## src/rtl/dmem_arb_pkg.sv

```systemverilog
// Shared types and constants for the data-memory arbiter.
// Port 0 is the core load/store path, port 1 is the program/data loader.
package dmem_arb_pkg;

    typedef enum logic {
        ARB  = 1'b0,
        HOLD = 1'b1
    } arb_state_e;

    localparam int PORT_LSU      = 0;
    localparam int PORT_LDR      = 1;
    localparam int DEFAULT_DEPTH = 64;

endpackage

```

## src/rtl/rr_arb2.sv

```systemverilog
// Two-way round-robin picker; mask restricts which requesters may win,
// last names the port that won most recently (the other one wins a tie).
module rr_arb2 (
    input  logic [1:0] req,
    input  logic       last,
    input  logic [1:0] mask,
    output logic [1:0] gnt
);

    logic [1:0] req_m;

    assign req_m = req & mask;

    always_comb begin
        gnt = 2'b00;
        case (req_m)
            2'b01:   gnt = 2'b01;
            2'b10:   gnt = 2'b10;
            2'b11:   gnt = last ? 2'b01 : 2'b10;
            default: gnt = 2'b00;
        endcase
    end

endmodule

```

## src/rtl/dmem_arbiter.sv

```systemverilog
// Shares the single-cycle data memory between the LSU and the loader with
// round-robin selection, bounded locking and address screening.
module dmem_arbiter
    import dmem_arb_pkg::*;
#(
    parameter int DEPTH    = DEFAULT_DEPTH,
    parameter int MAX_HOLD = 8
) (
    input  logic        clk,
    input  logic        reset,
    input  logic        req_0,
    input  logic        we_0,
    input  logic        lock_0,
    input  logic [31:0] addr_0,
    input  logic [31:0] wdata_0,
    output logic        gnt_0,
    output logic        rvalid_0,
    output logic [31:0] rdata_0,
    output logic        err_0,
    input  logic        req_1,
    input  logic        we_1,
    input  logic        lock_1,
    input  logic [31:0] addr_1,
    input  logic [31:0] wdata_1,
    output logic        gnt_1,
    output logic        rvalid_1,
    output logic [31:0] rdata_1,
    output logic        err_1,
    output logic [31:0] mem_address,
    output logic [31:0] mem_write_data,
    output logic        mem_write_enable,
    input  logic [31:0] mem_read_data
);

    localparam int              CW      = $clog2(MAX_HOLD + 1);
    localparam logic [CW-1:0]   MAX_CNT = CW'(MAX_HOLD);
    localparam logic [31:0]     DEPTH_W = 32'(DEPTH);

    arb_state_e    state_q, state_d;
    logic          owner_q, owner_d;
    logic          rr_last_q, rr_last_d;
    logic [CW-1:0] hold_cnt_q, hold_cnt_d;
    logic [CW-1:0] hold_inc;

    logic [1:0]    req_v;
    logic [1:0]    hold_mask;
    logic [1:0]    gnt;
    logic          any_gnt;
    logic          sel;
    logic [31:0]   addr_sel;
    logic [31:0]   wdata_sel;
    logic          we_sel;
    logic          lock_sel;
    logic          lock_owner;
    logic [31:0]   word_idx;
    logic          bad;
    logic [31:0]   resp_data;

    // Gating with reset keeps grants and the memory bus quiet while held in reset.
    assign req_v     = {req_1, req_0} & {2{reset}};
    assign hold_mask = (state_q == HOLD) ? (owner_q ? 2'b10 : 2'b01) : 2'b11;

    rr_arb2 u_pick (
        .req  (req_v),
        .last (rr_last_q),
        .mask (hold_mask),
        .gnt  (gnt)
    );

    assign gnt_0   = gnt[PORT_LSU];
    assign gnt_1   = gnt[PORT_LDR];
    assign any_gnt = |gnt;
    assign sel     = gnt[PORT_LDR];

    assign addr_sel   = sel ? addr_1  : addr_0;
    assign wdata_sel  = sel ? wdata_1 : wdata_0;
    assign we_sel     = sel ? we_1    : we_0;
    assign lock_sel   = sel ? lock_1  : lock_0;
    assign lock_owner = owner_q ? lock_1 : lock_0;

    assign word_idx = {2'b00, addr_sel[31:2]};
    assign bad      = (addr_sel[1:0] != 2'b00) || (word_idx >= DEPTH_W);

    assign mem_address      = any_gnt ? word_idx  : 32'h0;
    assign mem_write_data   = any_gnt ? wdata_sel : 32'h0;
    assign mem_write_enable = any_gnt & we_sel & ~bad;

    assign resp_data = (!we_sel && !bad) ? mem_read_data : 32'h0;
    assign hold_inc  = hold_cnt_q + 1'b1;

    always_comb begin
        state_d    = state_q;
        owner_d    = owner_q;
        rr_last_d  = rr_last_q;
        hold_cnt_d = hold_cnt_q;
        case (state_q)
            ARB: begin
                if (any_gnt) begin
                    rr_last_d = sel;
                    // With a budget of one access a lock has nothing left to hold.
                    if (lock_sel && (MAX_HOLD > 1)) begin
                        state_d    = HOLD;
                        owner_d    = sel;
                        hold_cnt_d = CW'(1);
                    end
                end
            end
            HOLD: begin
                if (any_gnt) begin
                    hold_cnt_d = hold_inc;
                end
                if (!lock_owner || (any_gnt && (hold_inc == MAX_CNT))) begin
                    state_d    = ARB;
                    rr_last_d  = owner_q;
                    hold_cnt_d = '0;
                end
            end
            default: begin
                state_d    = ARB;
                hold_cnt_d = '0;
            end
        endcase
    end

    always_ff @(posedge clk or negedge reset) begin
        if (!reset) begin
            state_q    <= ARB;
            owner_q    <= 1'b0;
            rr_last_q  <= 1'b1;
            hold_cnt_q <= '0;
        end else begin
            state_q    <= state_d;
            owner_q    <= owner_d;
            rr_last_q  <= rr_last_d;
            hold_cnt_q <= hold_cnt_d;
        end
    end

    genvar gi;
    generate
        for (gi = 0; gi < 2; gi++) begin : g_resp
            logic        rvalid_q;
            logic        err_q;
            logic [31:0] rdata_q;

            always_ff @(posedge clk or negedge reset) begin
                if (!reset) begin
                    rvalid_q <= 1'b0;
                    err_q    <= 1'b0;
                    rdata_q  <= 32'h0;
                end else begin
                    rvalid_q <= gnt[gi];
                    err_q    <= gnt[gi] & bad;
                    if (gnt[gi]) begin
                        rdata_q <= resp_data;
                    end
                end
            end
        end
    endgenerate

    assign rvalid_0 = g_resp[0].rvalid_q;
    assign err_0    = g_resp[0].err_q;
    assign rdata_0  = g_resp[0].rdata_q;
    assign rvalid_1 = g_resp[1].rvalid_q;
    assign err_1    = g_resp[1].err_q;
    assign rdata_1  = g_resp[1].rdata_q;

endmodule

```

## config.mk

```make
export PLATFORM = sky130hd
export DESIGN_NAME = dmem_arbiter
export DESIGN_NICKNAME = d
export VERILOG_FILES = /design/src/rtl/dmem_arb_pkg.sv /design/src/rtl/rr_arb2.sv /design/src/rtl/dmem_arbiter.sv
export SDC_FILE = /design/constraint.sdc
export NUM_CORES = 1
export LEC_CHECK = 0
export CELL_PAD_IN_SITES_DETAIL_PLACEMENT = 2
export CELL_PAD_IN_SITES_GLOBAL_PLACEMENT = 2
export CORE_MARGIN = 5
export CORE_UTILIZATION = 16
export CTS_BUF_LIST = sky130_fd_sc_hd__clkbuf_8
export DETAILED_ROUTE_END_ITERATION = 8
export GPL_TIMING_DRIVEN = 0
export PLACE_DENSITY_LB_ADDON = 0.1
export SYNTH_ARGS = -nofsm -noshare
export SYNTH_HDL_FRONTEND = slang
export SYNTH_SLANG_ARGS = --single-unit
```

## constraint.sdc

```tcl
create_clock -name clk -period 2.17 [get_ports clk]
set_input_delay 0.434 -clock clk [delete_from_list [all_inputs] [get_ports clk]]
set_output_delay 0.434 -clock clk [all_outputs]
set_load 0.01 [all_outputs]
```

======== Word-level counts from Yosys, hierarchy flattened ========
Index checks and enable logic that the tools add are counted.
storage, ports and cells
  logic and storage cells ................. 64
  output and inout bits ................... 135
  bits of input ports ..................... 168
  register bits after elaboration ......... 75
cells by class
  reductions and logical operators ........ 12
  eq/ne operators ......................... 8
  add/sub/neg operators ................... 1
  muxes and demuxes ....................... 24
  $lt $le $gt $ge ......................... 1
  bitwise logic cells ..................... 8
operator list
  kind                                                                number
  two-way mux 32 bit                                                  4
  greater-or-equal comparator 30 x 7 -> 1 bit, second input constant  1
  two-way mux 30 bit                                                  1
  two-way mux 4 bit                                                   4
  two-way mux 1 bit                                                   8
  one-hot mux 4 bit (2 select lines)                                  1
  two-way mux 2 bit                                                   3
  one-hot mux 2 bit (3 select lines)                                  1
  AND reduction 3 bit                                                 2
  adder 4 x 1 -> 4 bit, second input constant                         1
  bitwise AND 1 bit                                                   4
  bitwise AND 2 bit                                                   2
  == test 2 bit, second input constant                                2
  == test 4 bit, second input constant                                1
  != test 2 bit, second input constant                                2
  one-hot mux 1 bit (2 select lines)                                  2
  zero test 1 bit                                                     3
  != test 3 x 1 -> 1 bit, second input constant                       1
  == test 2 x 1 -> 1 bit, second input constant                       1
  logical AND 1 bit                                                   2
  logical OR 1 bit                                                    2
  != test 2 x 1 -> 1 bit, second input constant                       1
  inverter 1 bit                                                      2
  AND reduction 2 bit                                                 1
  2 further kinds                                                     2

======== Longest topological paths before layout ========
Gate-level depths: netlist (run 1).
  depth in word-level cells ............... 11
  gate-level depth with buffers ........... 8
  gate-level depth less buffers ........... 6

======== Hierarchy ========
Synthesis (run 1) repeated with hierarchy kept, for this count alone.
unflattened totals
  cells, all modules ...................... 529
  area total of the unflattened synthesis .. 4479.3 um2
by module, submodules not included
  module        area each (um2)  cells an instance  seq. area each (um2)  instances
  dmem_arbiter  4459.3           526                1878.1                1
  rr_arb2       20.0             3                  0.0                   1

======== Worst setup path after synthesis (run 1) ========
No wires, ideal clock.
  kind .................................... input to output
  from .................................... input port req_0
  to ...................................... output port mem_address[0]
  data arrival time ....................... 2.026 ns
  required time ........................... 1.736 ns
  cell stages on the path ................. 8
  buffers on the path ..................... 3
  slack ................................... -0.290 ns
  cell sequence ........................... and3b_1 -> or3_1 -> buf_2 -> inv_2 -> clkbuf_1 -> clkbuf_1 -> nand2_1 -> a21oi_1
between the ends
  cells in the longest elaborated chain, start to end .. 6
  elaborated cells between the ends (all ways) .. 9
  classes of those cells .................. 3 x eq/ne; 3 x mux; 2 x bitwise; 1 x reduce/logical
RTL lines
  what                                                      line                                    RTL
  start: declaration                                        dmem_arbiter.sv:11                      input logic req_0,
  bitwise AND 2 bit *                                       dmem_arbiter.sv:60                      assign req_v = {req_1, req_0} & {2{reset}};
  bitwise AND 2 bit *                                       rr_arb2.sv:12                           assign req_m = req & mask;
  == test 2 bit or == test 2 x 1 -> 1 bit (tied branches)   rr_arb2.sv:16                           case (req_m)
  one-hot mux 2 bit (3 select lines) *                      rr_arb2.sv:16
  two-way mux 32 bit or OR reduction 2 bit (tied branches)  dmem_arbiter.sv:75, dmem_arbiter.sv:72
  two-way mux 30 bit *                                      dmem_arbiter.sv:84                      assign mem_address = any_gnt ? word_idx : 32'h0;
  end: declaration                                          dmem_arbiter.sv:29                      output logic [31:0] mem_address,
Mark *: on every way between the ends. The rest lies on a longest branch, timed or not.

======== Final worst setup path (run 1) ========
  from .................................... register state_q
  to ...................................... output port mem_address[29]
between the ends
  cells in the longest elaborated chain, start to end .. 6
  elaborated cells between the ends (all ways) .. 9
  classes of those cells .................. 3 x eq/ne; 4 x mux; 1 x bitwise; 1 x reduce/logical
RTL lines
  what                                                      line                                    RTL
  start: declaration                                        dmem_arbiter.sv:39                      arb_state_e state_q, state_d;
  start signal: assignment                                  dmem_arbiter.sv:132                     state_q <= state_d;
  two-way mux 2 bit *                                       dmem_arbiter.sv:61                      assign hold_mask = (state_q == HOLD) ? (owner_q ? 2'b10 : 2'b01) : 2'b11;
  bitwise AND 2 bit *                                       rr_arb2.sv:12
  == test 2 bit or == test 2 x 1 -> 1 bit (tied branches)   rr_arb2.sv:16
  one-hot mux 2 bit (3 select lines) *                      rr_arb2.sv:16
  two-way mux 32 bit or OR reduction 2 bit (tied branches)  dmem_arbiter.sv:75, dmem_arbiter.sv:72
  two-way mux 30 bit *                                      dmem_arbiter.sv:84
Marked as above.

==> summary.md, run 1 <==
| Metric | Value |
|---|---|
| Cell Rows | `56` |
| Vias | `4597` |
| # clock sinks | `75` |
| Routed WL | `23.8 mm` |
| Max-slew violations | `0` |
| Critical Path RT | `1740 ps` |
| RSZ-0062 raised after global routing | `true` |
| FMAX | `0.380 GHz` |
| Setup ws final | `-461 ps` |
| Die Ht | `163 microns` |
| PD cells | `551 mW/mm^2` |
| Largest cells by area after synthesis | `dfrtp_1 49%, a22o_1 24%, nand2_1 5.8%` |
| Post-synthesis sequential area ratio | `0.500` |
| Peak VDD IR | `187 uV` |
| Final critical-path required period | `2630 ps` |
| Wire per inst | `22.8 microns` |
| Most common cell after layout, fill and taps aside | `clkdlybuf4s50_1` |
| Number of port buffers | `300` |
| Starting Density | `0.161` |
| Vias in the first global route | `5176` |
| Vias/cell | `4.40` |
| GRT Total Usage | `0.168` |
| Clock-pin slew on the worst setup and hold paths | `90 ps` |
| Max FO, Critical Path | `7` |
| Arr. time, crit path | `2200 ps` |
| Most frequent cells in the layout | `224 x clkdlybuf4s50_1, 101 x a22o_1, 72 x dfrtp_1, 48 x nand2_1, 37 x buf_4` |
| CTS tree | `built` |
| # DRC | `0` |
| Status | `finished with violations` |
| Detail Route Antenna Nets | `0` |
| DP HPWL | `18.1 mm` |
| Static Leak | `3.59 nW` |
| Core ar. | `0.0233 sq mm` |
| Worst Hold Class | `in -> async` |
| Area delta synth->final | `120%` |
| Pre-CTS WS | `-1510 ps` |
| TritonRoute pass-1 iters | `4` |
| DR iter-0 viols | `106` |
| Failing checks | `negative setup slack` |
| Distinct cell type count after synthesis | `47` |
| Final Skew | `13.3 ps` |
| Cell Area, Synth | `0.00375 sq mm` |
| Io pins | `303` |
| Critical path launch point type | `register` |
| Fin crit share | `1.21` |
| Cell taking the most area after synthesis | `dfrtp_1` |
| GRT Residual Overflow | `0` |
| Seq cells post-synth | `75` |
| Gate Count Post-Synth | `366` |
| Least-Margin Pin Slew | `565 ps` |
| Share of the synthesized area in the top cell type | `0.493` |
| # fillers | `2524` |
| Warnings from Yosys | `0` |
| Clock latency on the worst-skew pair | `360 ps` |
| CTS H-tree depth | `3` |
| Relative slew slack | `0.623` |
| Num CTS Buffers | `9` |
| Die width | `163 microns` |
| First-pass GRT wire length | `34.1 mm` |
| Die area | `0.0266 sq mm` |
| Gpl congestion | `0.742` |
| Fin. Hold Viols | `0` |
| Synthesized area per cell | `10.3 sq um` |
| Nets | `886` |
| Layout cell share with drive strength beyond 1 | `0.291` |
| CP Class | `reg -> out` |
| Crit end category | `output port` |
| PnR Total Power | `4.55 mW` |
| Initial antenna violation count | `2` |
| CTS max path bufs | `2` |
| Number of endpoints failing setup at the final stage | `97` |
| Largest net degree at the start of global routing | `65` |
| Root buffer cell | `clkbuf_8` |
| Max Cap Viol | `0` |
## critical path: stages (launching register included)
cell and delay [ps]:
dfrtp_2 420, and3b_1 180, or3_1 360, buf_6 160, clkinv_8 70, clkbuf_16 160, clkbuf_8 160, nand2_1 70
a21oi_2 130, buf_2 140
## report_power, final
| group | total, mW | switching (mW) | internal [mW] | leakage [nW] |
|---|---|---|---|---|
| combinational | 1.99 | 0.934 | 1.06 | 2.46 |
| sequential | 1.54 | 0.0744 | 1.46 | 1.03 |
| clock | 1.03 | 0.595 | 0.433 | 0.0880 |
## metal layers
metal	vias up	global-route usage	part of all wire	wire length, microns
li1	2093	-	-	-
met1	2294	0.202	0.41	9740
met2	198	0.291	0.49	11800
met3	12	0.0618	0.088	2080
met4	0	0.0297	0.0076	180
met5	-	0	0	0
## cell families after synthesis
group	count (synthesis)	share of synthesized area
xor gates and xnor gates	1	0.00233
AOI/OAI and AO/OA	149	0.318
adders and majority gates	1	0.00333
other	1	0.000999
DFF	75	0.500
and+or+nand+nor	95	0.115
buffers and inverters	40	0.0490
muxes	4	0.0113
## per-stage QoR
stage | setup TNS, ps | util | std cells | instance area (sq um) | hold WS [ps]
detailed placement | -161500 | 0.313 | 987 | 7270 | 326
global route | -48740 | 0.355 | 1043 | 8260 | 57.1
floorplan | -59.2 | - | 367 | 3840 | 138
CTS | -41060 | 0.344 | 1029 | 8000 | -95.9
finish | -35670 | 0.355 | 1044 | 8270 | 75.7
global placement | -694910 | 0.311 | 986 | 7240 | 489
## synthesized netlist by cell type (all sizes together)
library cell,number
a2111o,1
a21boi,2
a21oi,30
a221o,1
a22o,101
a2bb2oi,1
a311o,1
a31oi,1
a32o,1
and2,1
and3,1
and3b,1
buf,9
clkbuf,26
conb,1
dfrtp,74
dfstp,1
ha,1
inv,5
mux2,2
mux2i,2
nand2,58
nand2b,1
nand3,3
nand4,2
nor2,8
nor2b,1
nor3,2
nor3b,1
nor4,12
o21ai,2
o21bai,1
o221ai,2
o2bb2ai,1
o311ai,1
o31ai,3
or2,1
or3,1
or4,2
xnor2,1
## what timing repair did
item,CTS,global route
cloned,5,1
gates resized for setup,380,68
pin swaps,10,21
setup endpoints to repair,134,132
buffers inserted,21,13
hold endpoints to repair,10,10
## cell type report
class                      count  area (sq um)  share of cell area
clock buffer                   9           124              0.0150
buffer                        33           454              0.0549
antenna                        3          7.51            0.000908
multi-input combinational    252          1970               0.238
sequential                    75          1880               0.227
inverter                       5          33.8             0.00409
clock inverter                 7          61.3             0.00742
tap                          319           399              0.0483
timing repair buffer         341          3340               0.404
## final timing paths
check | start | cells after the start | to | slack [ps]
min reg2reg | rdata_0[7] | 1 | rdata_0[7] | 510
max | state_q | 9 | mem_address[29] | -460
min in group clk | reset | 2 | rr_last_q | 440
max reg2reg | state_q | 11 | rdata_0[15] | -390
min | reset | 1 | rr_last_q | 80
max in group asynchronous | reset | 2 | state_q | 1110
Power figures use the tool's default switching activity.
==> run 2, diff against run 1 <==
- CTS_BUF_LIST: sky130_fd_sc_hd__clkbuf_8 -> not set
- MAX_ROUTING_LAYER: not set -> met4
==> run 2 against run 1 <==
Final cell count grew 0.19%; critical endpoint is now mem_address[19]; fmax shrank 2.6%; the run still ends with negative setup slack left; utilization grew 1.1 points.
==> summary.md, run 2 (same netlist as run 1, synthesis figures left out) <==
| Metric | Value |
|---|---|
| Relative slew slack | `0.618` |
| Logic pwr share | `0.404` |
| Multi-input gate area | `0.00203 sq mm` |
| Final critical-path required period | `2700 ps` |
| Least-Margin Pin Slew | `572 ps` |
| Max-slew violations | `0` |
| Routed WL | `24.1 mm` |
| CTS max path bufs | `2` |
| Number of port buffers | `300` |
| # fillers | `2492` |
| Kind of cell adding the most delay to the critical path | `buffers and inverters` |
| Die width | `163 microns` |
| First-pass GRT wire length | `34.3 mm` |
| Nets | `889` |
| Reg2Reg Setup Slack | `-490 ps` |
| Vias | `4582` |
| Worst Hold Class | `in -> async` |
| Register Area | `0.00188 sq mm` |
| CTS tree | `built` |
| Worst hold slack | `110 ps` |
| PD cells | `584 mW/mm^2` |
| Arr. time, crit path | `2270 ps` |
| Crit end category | `output port` |
| Detail Route Antenna Nets | `0` |
| Largest net degree at the start of global routing | `65` |
| FMAX | `0.370 GHz` |
| Io pins | `303` |
| # DRC | `0` |
| Gpl congestion | `0.751` |
| CTS H-tree depth | `3` |
| Final Skew | `9.25 ps` |
| Flop pwr share | `0.307` |
| CP Class | `reg -> out` |
| Number of endpoints failing setup at the final stage | `114` |
| Initial antenna violation count | `2` |
| Die area | `0.0266 sq mm` |
| Num CTS Buffers | `9` |
| Final non-filler cell total | `1046` |
| Layout cell share with drive strength beyond 1 | `0.302` |
| PnR Total Power | `4.98 mW` |
| Max Cap Viol | `0` |
| # clock sinks | `75` |
| Static Leak | `3.74 nW` |
| Failing checks | `negative setup slack` |
| Worst path cell trace | `buf_6 > and3b_1 > or3_1 > buf_6 > clkinv_8 > clkbuf_16 > clkbuf_16 > nand2_1 > a21oi_2 > buf_2` |
| Setup ws final | `-530 ps` |
| Peak VDD IR | `267 uV` |
| Reg2Reg Launch Point | `state_q` |
| Critical Path Start | `state_q` |
| Int Power | `3.32 mW` |
| Most common cell after layout, fill and taps aside | `clkdlybuf4s50_1` |
| Clock latency on the worst-skew pair | `330 ps` |
| Vias in the first global route | `5191` |
| RSZ-0062 raised after global routing | `true` |
| Worst path bufs/invs | `6` |
| DP HPWL | `18.1 mm` |
| Cell Rows | `56` |
| Wire per inst | `23.0 microns` |
| CP max stage delay | `400 ps` |
| Core ar. | `0.0233 sq mm` |
| GRT Residual Overflow | `0` |
| Dpl cells | `987` |
| Max FO, Critical Path | `7` |
| Fin. Hold Viols | `0` |
| Critical path launch point type | `register` |
| Die Ht | `163 microns` |
| GRT Total Usage | `0.173` |
| Root buffer cell | `clkbuf_16` |
| Most frequent cells in the layout | `223 x clkdlybuf4s50_1, 101 x a22o_1, 74 x dfrtp_1, 45 x nand2_1, 36 x buf_4` |
| Critical Path RT | `1740 ps` |
| TritonRoute pass-1 iters | `4` |
| Setup TNS | `-41830 ps` |
| Fin crit share | `1.24` |
| Slowest cell on crit path | `dfrtp_1` |
| Starting Density | `0.161` |
| DR iter-0 viols | `105` |
| Switching Share | `0.333` |
| Status | `finished with violations` |
| Vias/cell | `4.38` |
| Pre-CTS WS | `-1510 ps` |
| Psw | `1.66 mW` |
| Clock power frac | `0.289` |
| Area delta synth->final | `127%` |
| Clock-pin slew on the worst setup and hold paths | `70 ps` |
run 2: cell types whose count changed in the layout (fill, tap and decap cells not counted), moves of 3 or more:
cell / previous run / this run
a21oi_1: 7 / 4
clkbuf_4: 5 / 2
nand2_1: 48 / 45
dlymetal6s2s_1: 3 / 9
a21oi_2: 21 / 24
clkbuf_16: 9 / 20
dlygate4sd2_1: 7 / 2
clkbuf_8: 10 / 5
run 2: path summary, 6_finish.rpt:
check,depth (start not counted),endpoint
setup / recovery,10,mem_address[19]
hold / removal,1,rr_last_q
setup reg to reg,12,rdata_0[17]
hold reg to reg,1,rdata_0[7]
max in group asynchronous,2,hold_cnt_q[0]
min in group clk,2,rr_last_q
run 2: area by class of cell:
type,instances,area share
inverters,5,0.00426
flip-flops and latches,75,0.220
clock inverters,7,0.00719
clock buffers,9,0.0264
multi-input cells,252,0.238
well taps,319,0.0468
diodes,2,0.000587
repair buffers,343,0.401
plain buffers,34,0.0555
run 2: per-layer routing:
layer / routed length (microns) / share of wire / global-route usage
met4: 259 / 0.011 / 0.0274
met2: 11800 / 0.49 / 0.289
met3: 1910 / 0.079 / 0.0601
met1: 10100 / 0.42 / 0.207
met5: 0 / 0 / -
run 2: worst register-to-register path: stages, from the launching register on:
cell     delay [ps]
dfrtp_1         400
buf_6           120
and3b_1         160
or3_1           360
buf_6           160
buf_4           130
buf_6           110
or4_4           490
a21oi_4         160
buf_12          160
buf_12          130
buf_12          110
a22o_1          120
run 2: through the flow:
stage               utilization  area, sq um
floorplan                     -         3840
global placement          0.311         7240
detailed placement        0.313         7270
CTS                       0.348         8090
global route              0.367         8530
finish                    0.367         8530
run 2: power by group through the flow:
stage,Sequential [mW],Clock (mW),Combinational [mW]
global route,1.54,1.56,2.17
floorplan,1.54,0,0.688
global placement,1.55,0,1.65
detailed placement,1.55,0,1.68
finish,1.53,1.44,2.01
CTS,1.52,1.49,1.89
run 2: what timing repair did:
action                                  CTS  global route
setup buffers                            20            12
pin swaps                                 9            21
cloned                                    5             4
gates resized for setup                 377            87
endpoints found under the setup margin  135           130
endpoints found under the hold margin    10            10
